$ cat src/rtl/cond_flag_unit.sv
// ARM condition-flag unit: architectural {N,Z,C,V} register with split write
// enables, condition evaluation, latched condition gating and a flag save slot.
module cond_flag_unit #(
  parameter logic [3:0] FLAG_RESET = 4'b0000
) (
  input  logic       clk,
  input  logic       reset,
  input  logic [3:0] Cond,
  input  logic [3:0] ALUFlags,
  input  logic [1:0] FlagW,
  input  logic       CondLatch,
  input  logic       PCS,
  input  logic       NextPC,
  input  logic       RegW,
  input  logic       MemW,
  input  logic       FlagSave,
  input  logic       FlagRestore,
  output logic [3:0] Flags,
  output logic       CarryIn,
  output logic       CondEx,
  output logic       CondExReg,
  output logic       PCWrite,
  output logic       RegWrite,
  output logic       MemWrite
);

  logic [3:0] flags_r;
  logic [3:0] saved_r;
  logic       condex_r;
  logic [3:0] flags_next_s;
  logic [3:0] saved_next_s;
  logic       condex_s;

  function automatic logic cond_eval(input logic [3:0] cond, input logic [3:0] flg);
    logic n;
    logic z;
    logic c;
    logic v;
    logic res;
    {n, z, c, v} = flg;
    case (cond)
      4'b0000: res = z;
      4'b0001: res = ~z;
      4'b0010: res = c;
      4'b0011: res = ~c;
      4'b0100: res = n;
      4'b0101: res = ~n;
      4'b0110: res = v;
      4'b0111: res = ~v;
      4'b1000: res = c & ~z;
      4'b1001: res = ~c | z;
      4'b1010: res = (n == v);
      4'b1011: res = (n != v);
      4'b1100: res = ~z & (n == v);
      4'b1101: res = z | (n != v);
      default: res = 1'b1;
    endcase
    return res;
  endfunction

  // Condition evaluated against registered flags only; no ALU bypass.
  always_comb begin
    condex_s = cond_eval(Cond, flags_r);
  end

  // Next flag and save-slot values; restore overrides any conditional write.
  always_comb begin
    flags_next_s = flags_r;
    saved_next_s = saved_r;
    if (FlagRestore) begin
      flags_next_s = saved_r;
    end else begin
      if (FlagW[1] && condex_r) begin
        flags_next_s[3:2] = ALUFlags[3:2];
      end else begin
        flags_next_s[3:2] = flags_r[3:2];
      end
      if (FlagW[0] && condex_r) begin
        flags_next_s[1:0] = ALUFlags[1:0];
      end else begin
        flags_next_s[1:0] = flags_r[1:0];
      end
    end
    if (FlagSave) begin
      saved_next_s = flags_r;
    end else begin
      saved_next_s = saved_r;
    end
  end

  // State registers: flags, save slot and latched condition result.
  always_ff @(posedge clk or negedge reset) begin
    if (!reset) begin
      flags_r  <= FLAG_RESET;
      saved_r  <= FLAG_RESET;
      condex_r <= 1'b0;
    end else begin
      flags_r <= flags_next_s;
      saved_r <= saved_next_s;
      if (CondLatch) begin
        condex_r <= condex_s;
      end
    end
  end

  assign Flags     = flags_r;
  assign CarryIn   = flags_r[1];
  assign CondEx    = condex_s;
  assign CondExReg = condex_r;
  assign PCWrite   = NextPC | (PCS & condex_r);
  assign RegWrite  = RegW & condex_r;
  assign MemWrite  = MemW & condex_r;

endmodule

$ cat config.mk
export PLATFORM = sky130hd
export DESIGN_NAME = cond_flag_unit
export DESIGN_NICKNAME = d
export VERILOG_FILES = /design/src/rtl/cond_flag_unit.sv
export SDC_FILE = /design/constraint.sdc
export NUM_CORES = 1
export LEC_CHECK = 0
export ABC_AREA = 1
export CAP_MARGIN = 20
export CELL_PAD_IN_SITES_DETAIL_PLACEMENT = 0
export CELL_PAD_IN_SITES_GLOBAL_PLACEMENT = 1
export CORE_MARGIN = 4
export CORE_UTILIZATION = 28
export CTS_CLUSTER_SIZE = 20
export DETAILED_ROUTE_END_ITERATION = 10
export PLACE_DENSITY_LB_ADDON = 0.3
export SYNTH_ARGS = -nofsm -noshare
export SYNTH_HDL_FRONTEND = slang
export SYNTH_SLANG_ARGS = --single-unit
$ cat constraint.sdc
create_clock -name clk -period 2.35 [get_ports clk]
set_input_delay 0.5875 -clock clk [delete_from_list [all_inputs] [get_ports clk]]
set_output_delay 0.5875 -clock clk [all_outputs]
set_load 0.1 [all_outputs]
==> results.json, run 1 <==
{
  "clk_path_buf_depth": 2,
  "grtUsageTotal_pct": 11.8,
  "power_density_mw_per_mm2": 791,
  "setup_ws_ps": 134,
  "end_kind": "primary output",
  "postCtsResizedCells": 4,
  "port_buffers": 28,
  "syn-cell-area_um2": 627,
  "cts_buffers": 3,
  "dieWidth_um": 55.3,
  "period_share_pct": 94.3,
  "min_path_type": "flop to flop",
  "max-vdd-ir-drop_mv": 0.489,
  "regToRegEndpoint": "CondExReg",
  "die_y_um": 55.3,
  "crit_chain": "dlygate4sd2_1 > nand2_1 > clkinv_1 > nand3_2 > a21oi_1 > nor2_2 > nand2_2 > buf_12",
  "via_per_inst": 4.54,
  "cts.clk_slew.worst_paths_ps": 60,
  "grt-ovfl-total": 0,
  "period_minus_slack_ps": 2220,
  "dp.cells": 154,
  "synth_seq_area_share_pct": 35.9,
  "cp.required_ps": 1760,
  "endpoint": "CondEx",
  "max_slew.worst_pin.slew_ps": 403,
  "wl_um": 1630,
  "skew_ps": 0.269,
  "cts_tree": "yes",
  "hold_violations": 0,
  "numClockSinks": 9,
  "antenna_found_initial": 0,
  "dr.pass1.iters": 4,
  "drt_iter0_markers": 10,
  "slowest_delay_ps": 300,
  "final_util_pct": 49.0,
  "dieArea_mm2": 0.00306,
  "core_mm2": 0.00204,
  "syn_nets": 117,
  "vias": 718,
  "path_max_fanout": 5,
  "grt_pass1_wl_um": 2920,
  "antenna_cells": 0,
  "reg2reg_slack_ps": 1110,
  "ys_ff_latch": 9,
  "holdBufCountCts": 0,
  "setup_violations": 0,
  "root_buffer": "clkbuf_4",
  "crit_start": "Cond[2]",
  "num_rows": 16,
  "hold_slack_ps": 522,
  "grt_max_degree": 10,
  "wl_per_cell_um": 10.3,
  "outcome": "finished clean",
  "grt_pass1_vias": 710,
  "reg2reg_depth": 10,
  "max_freq_mhz": 451,
  "synth.avg_cell_area_um2": 6.40,
  "syn_to_final_growth_pct": 59.7,
  "slew_violations": 0,
  "yosysWarnings": 0,
  "final_cell_mix": "30 x nand2_1, 14 x clkdlybuf4s50_1, 13 x inv_1, 13 x nor2_1, 8 x buf_4",
  "dp_hpwl_um": 1400,
  "synth_cell_types": 18,
  "post_cts_buffers": 0,
  "post-route-drc-count": 0,
  "htreeDepth": 1,
  "start_util_pct": 30.7,
  "r2r-start": "Flags[1]",
  "crit_slowest_cell": "dlygate4sd2_1",
  "stdcell_count": 158,
  "rsz0062_at_grt": "false",
  "path_class": "input pin to primary output",
  "crit_arrival_ps": 1630,
  "clk_latency_ps": 260,
  "p_leak_nw": 0.505,
  "slew-limit-headroom_pct": 73.0,
  "place_ws_ps": -139,
  "final_common_cell": "nand2_1",
  "start_kind": "input pin",
  "place_congestion": 0.708,
  "drive_above_1_share_pct": 22.1,
  "synthCells": 98,
  "postRouteAntennaNets": 0,
  "io_pins": 29,
  "maxCapViolations": 0,
  "final_nets": 151
}
[state kept, by name, summed over array words and instances, names as in the netlist]
signal	count
Flags	4
saved_r	4
CondExReg	1
[cell type report]
class	count	area, um^2
tap	27	33.8
multi-input combinational	73	339
clock buffer	4	26.3
timing repair buffer	30	315
sequential	9	230
fill	212	1040
inverter	15	56.3
[cell families (layout without fill, tap and decap cells)]
group	count (synthesis)	in the layout	synth area share (%)
AND/OR/NAND/NOR	60	60	42.1
flip-flops	9	9	35.9
buffers and inverters	16	49	10.2
AO/OA/AOI/OAI	13	13	11.8
[per-stage QoR]
step                      TNS [ps]  area (um^2)  total power, mW
after floorplan                  0          633            0.539
after global placement        -111          980            0.679
after detailed placement      -139          980            0.682
after CTS                        0         1000            0.804
after global routing             0         1000            0.843
final                            0         1000            0.792
[how the worst min path moves through the flow]
stage / from / end / depth (start not counted)
2_1_floorplan: reset / CondExReg / 0
4_1_cts: saved_r[3] / Flags[3] / 2
3_3_place_gp: saved_r[2] / saved_r[2] / 2
6_report: saved_r[3] / Flags[3] / 2
3_5_place_dp: saved_r[3] / Flags[3] / 2
5_1_grt: saved_r[3] / Flags[3] / 2
[critical path: cells and delay by family]
family / cells / cell delay (ps)
buf+inv: 3 / 550
simple gates: 4 / 310
compound gates: 1 / 160
[synth_stat cells]
master,number,share of area [%]
a211oi_1,1,1.2
a21o_1,1,1.2
a21oi_1,6,4.8
a31oi_1,1,1.0
buf_4,1,1.2
clkinv_1,1,0.60
dfrtp_1,9,36
inv_1,13,7.8
inv_2,1,0.60
nand2_1,30,18
nand2_2,4,4.0
nand3_1,6,4.8
nand3_2,2,3.2
nor2_1,13,7.8
nor2_2,2,2.0
nor3_1,3,2.4
o211ai_1,1,1.2
o21ai_0,3,2.4
[report_power, final]
group,switching (mW),total [mW],internal (mW)
combinational,0.321,0.453,0.132
sequential,0.0334,0.221,0.187
clock,0.0525,0.118,0.0653
[metal layers]
metal	track usage (%)	wire (um)	vias to the layer above
li1	-	-	370
met1	13.9	673	319
met2	19.4	811	25
met3	3.96	119	4
met4	5.21	27	0
met5	0	0	-
Note: power is estimated with default switching activity, not from simulation.
==> run 2: changes to the inputs <==
--- a/config.mk
+++ b/config.mk
@@ -6,7 +6,6 @@
 export NUM_CORES = 1
 export LEC_CHECK = 0
 export ABC_AREA = 1
-export CAP_MARGIN = 20
 export CELL_PAD_IN_SITES_DETAIL_PLACEMENT = 0
 export CELL_PAD_IN_SITES_GLOBAL_PLACEMENT = 1
 export CORE_MARGIN = 4
==> results of run 2 <==
The final DEF is identical to that of run 1; final timing and power are the same.
==> run 3: changes to the inputs <==
--- a/config.mk
+++ b/config.mk
@@ -12,6 +12,7 @@
 export CORE_UTILIZATION = 28
 export CTS_CLUSTER_SIZE = 20
 export DETAILED_ROUTE_END_ITERATION = 10
+export GPL_TIMING_DRIVEN = 0
 export PLACE_DENSITY_LB_ADDON = 0.3
 export SYNTH_ARGS = -nofsm -noshare
 export SYNTH_HDL_FRONTEND = slang
==> results.json, run 3 (synthesized netlist as in run 1, its figures left out) <==
{
  "outcome": "finished clean",
  "port_buffers": 28,
  "syn_to_final_growth_pct": 55.7,
  "period_share_pct": 97.2,
  "max_freq_mhz": 438,
  "crit_arrival_ps": 1700,
  "post_cts_buffers": 0,
  "final_common_cell": "nand2_1",
  "postCtsResizedCells": 28,
  "wl_um": 1570,
  "maxCapViolations": 0,
  "dp_hpwl_um": 1320,
  "grt_pass1_wl_um": 2730,
  "path_class": "input pin to primary output",
  "place_congestion": 0.707,
  "nFillCells": 229,
  "cts.clk_slew.worst_paths_ps": 60,
  "cp.depth": 4,
  "max_slew.worst_pin.slew_ps": 960,
  "hold_violations": 0,
  "slew_violations": 0,
  "setup_violations": 0,
  "period_minus_slack_ps": 2280,
  "cts_tree": "yes",
  "cts_buffers": 3,
  "antenna_found_initial": 0,
  "grtUsageTotal_pct": 10.7,
  "skew_ps": 5.59,
  "grt_pass1_vias": 677,
  "htreeDepth": 1,
  "drt_iter0_markers": 5,
  "antenna_cells": 0,
  "io_pins": 29,
  "root_buffer": "clkbuf_4",
  "max-vdd-ir-drop_mv": 0.332,
  "post-route-drc-count": 0,
  "dieArea_mm2": 0.00306,
  "stdcell_area_um2": 976,
  "cp.required_ps": 1760,
  "placed_area_um2": 947,
  "wl_per_cell_um": 10.0,
  "numClockSinks": 9,
  "die_y_um": 55.3,
  "holdBufCountCts": 0,
  "p_leak_nw": 0.491,
  "grt-ovfl-total": 0,
  "whs_path_depth": 2,
  "slew-limit-headroom_pct": 36.2,
  "drive_above_1_share_pct": 17.7,
  "start_util_pct": 30.7,
  "slowest_delay_ps": 540,
  "hold_slack_ps": 531,
  "power_density_mw_per_mm2": 785,
  "end_kind": "primary output",
  "postRouteAntennaNets": 0,
  "crit_chain": "clkdlybuf4s50_1 > nand2_1 > inv_1 > clkdlybuf4s15_2",
  "final_cell_mix": "30 x nand2_1, 14 x clkdlybuf4s50_1, 13 x inv_1, 13 x nor2_1, 10 x dlygate4sd2_1",
  "vias": 701,
  "clk_latency_ps": 260,
  "grt_max_degree": 10,
  "place_ws_ps": -1060,
  "crit_slowest_cell": "clkdlybuf4s15_2",
  "start_kind": "input pin",
  "rsz0062_at_grt": "false",
  "via_per_inst": 4.46,
  "path_max_fanout": 1,
  "clk_path_buf_depth": 2,
  "path_buf_inv": 3,
  "setup_ws_ps": 65.1,
  "dieWidth_um": 55.3,
  "final_nets": 150,
  "num_rows": 16,
  "min_path_type": "flop to flop",
  "reg2reg_depth": 10,
  "path_delay_family": "buffers and inverters",
  "core_mm2": 0.00204,
  "dr.pass1.iters": 4,
  "reg2reg_slack_ps": 1120
}
-- run 3: changes by cell type in the layout (fill, tap and decap cells not counted) --
cell / previous run / this run
clkdlybuf4s15_2: 0 / 3
clkinv_2: 0 / 1
dlygate4sd2_1: 4 / 10
clkbuf_1: 1 / 0
buf_4: 8 / 1
buf_12: 4 / 1
-- run 3: metrics by stage --
step	instances	utilization (%)	power [mW]	setup TNS, ps
2_1_floorplan	98	-	0.539	0
3_3_place_gp	153	46.4	0.662	-2580
3_5_place_dp	153	46.4	0.664	-2610
4_1_cts	157	47.8	0.779	0
5_1_grt	157	47.8	0.812	0
6_report	157	47.8	0.766	0
-- run 3: worst register-to-register path: stages (launching register included) --
cell	delay, ps
dfrtp_2	430
inv_1	110
nand2_1	80
nand2_1	80
nand2_1	50
nand3_2	60
nand2_2	50
nor2_2	80
nand2_2	70
nand2_1	60
nand2_1	50
-- run 3: final cells by class --
cell class | count | area (um^2) | share of cell area, %
buffer | 1 | 7.51 | 0.769
clock buffer | 3 | 22.5 | 2.31
clock inverter | 1 | 5.00 | 0.513
inverter | 15 | 56.3 | 5.77
multi-input combinational | 73 | 339 | 34.7
sequential | 9 | 230 | 23.6
tap | 27 | 33.8 | 3.46
timing repair buffer | 28 | 282 | 28.8
-- run 3: per-layer routing --
metal	track usage, %	part of all wire [%]	up-vias
li1	-	-	372
met2	18.4	49	15
met3	3.03	6.3	2
met5	0	0	-
met4	5.21	0.76	0
met1	12.1	44	312
-- run 3: final timing paths --
path / from / end
worst min-delay path: saved_r[3] / Flags[3]
worst max register to register: Flags[1] / CondExReg
min in group asynchronous: reset / saved_r[3]
max in group asynchronous: reset / Flags[1]
worst max-delay path: RegW / RegWrite
worst min register to register: saved_r[3] / Flags[3]
-- run 3: report_power, final --
| group | switching, mW | total (mW) | internal (mW) |
|---|---|---|---|
| Sequential | 0.0340 | 0.221 | 0.187 |
| Combinational | 0.317 | 0.429 | 0.112 |
| Clock | 0.0531 | 0.116 | 0.0626 |
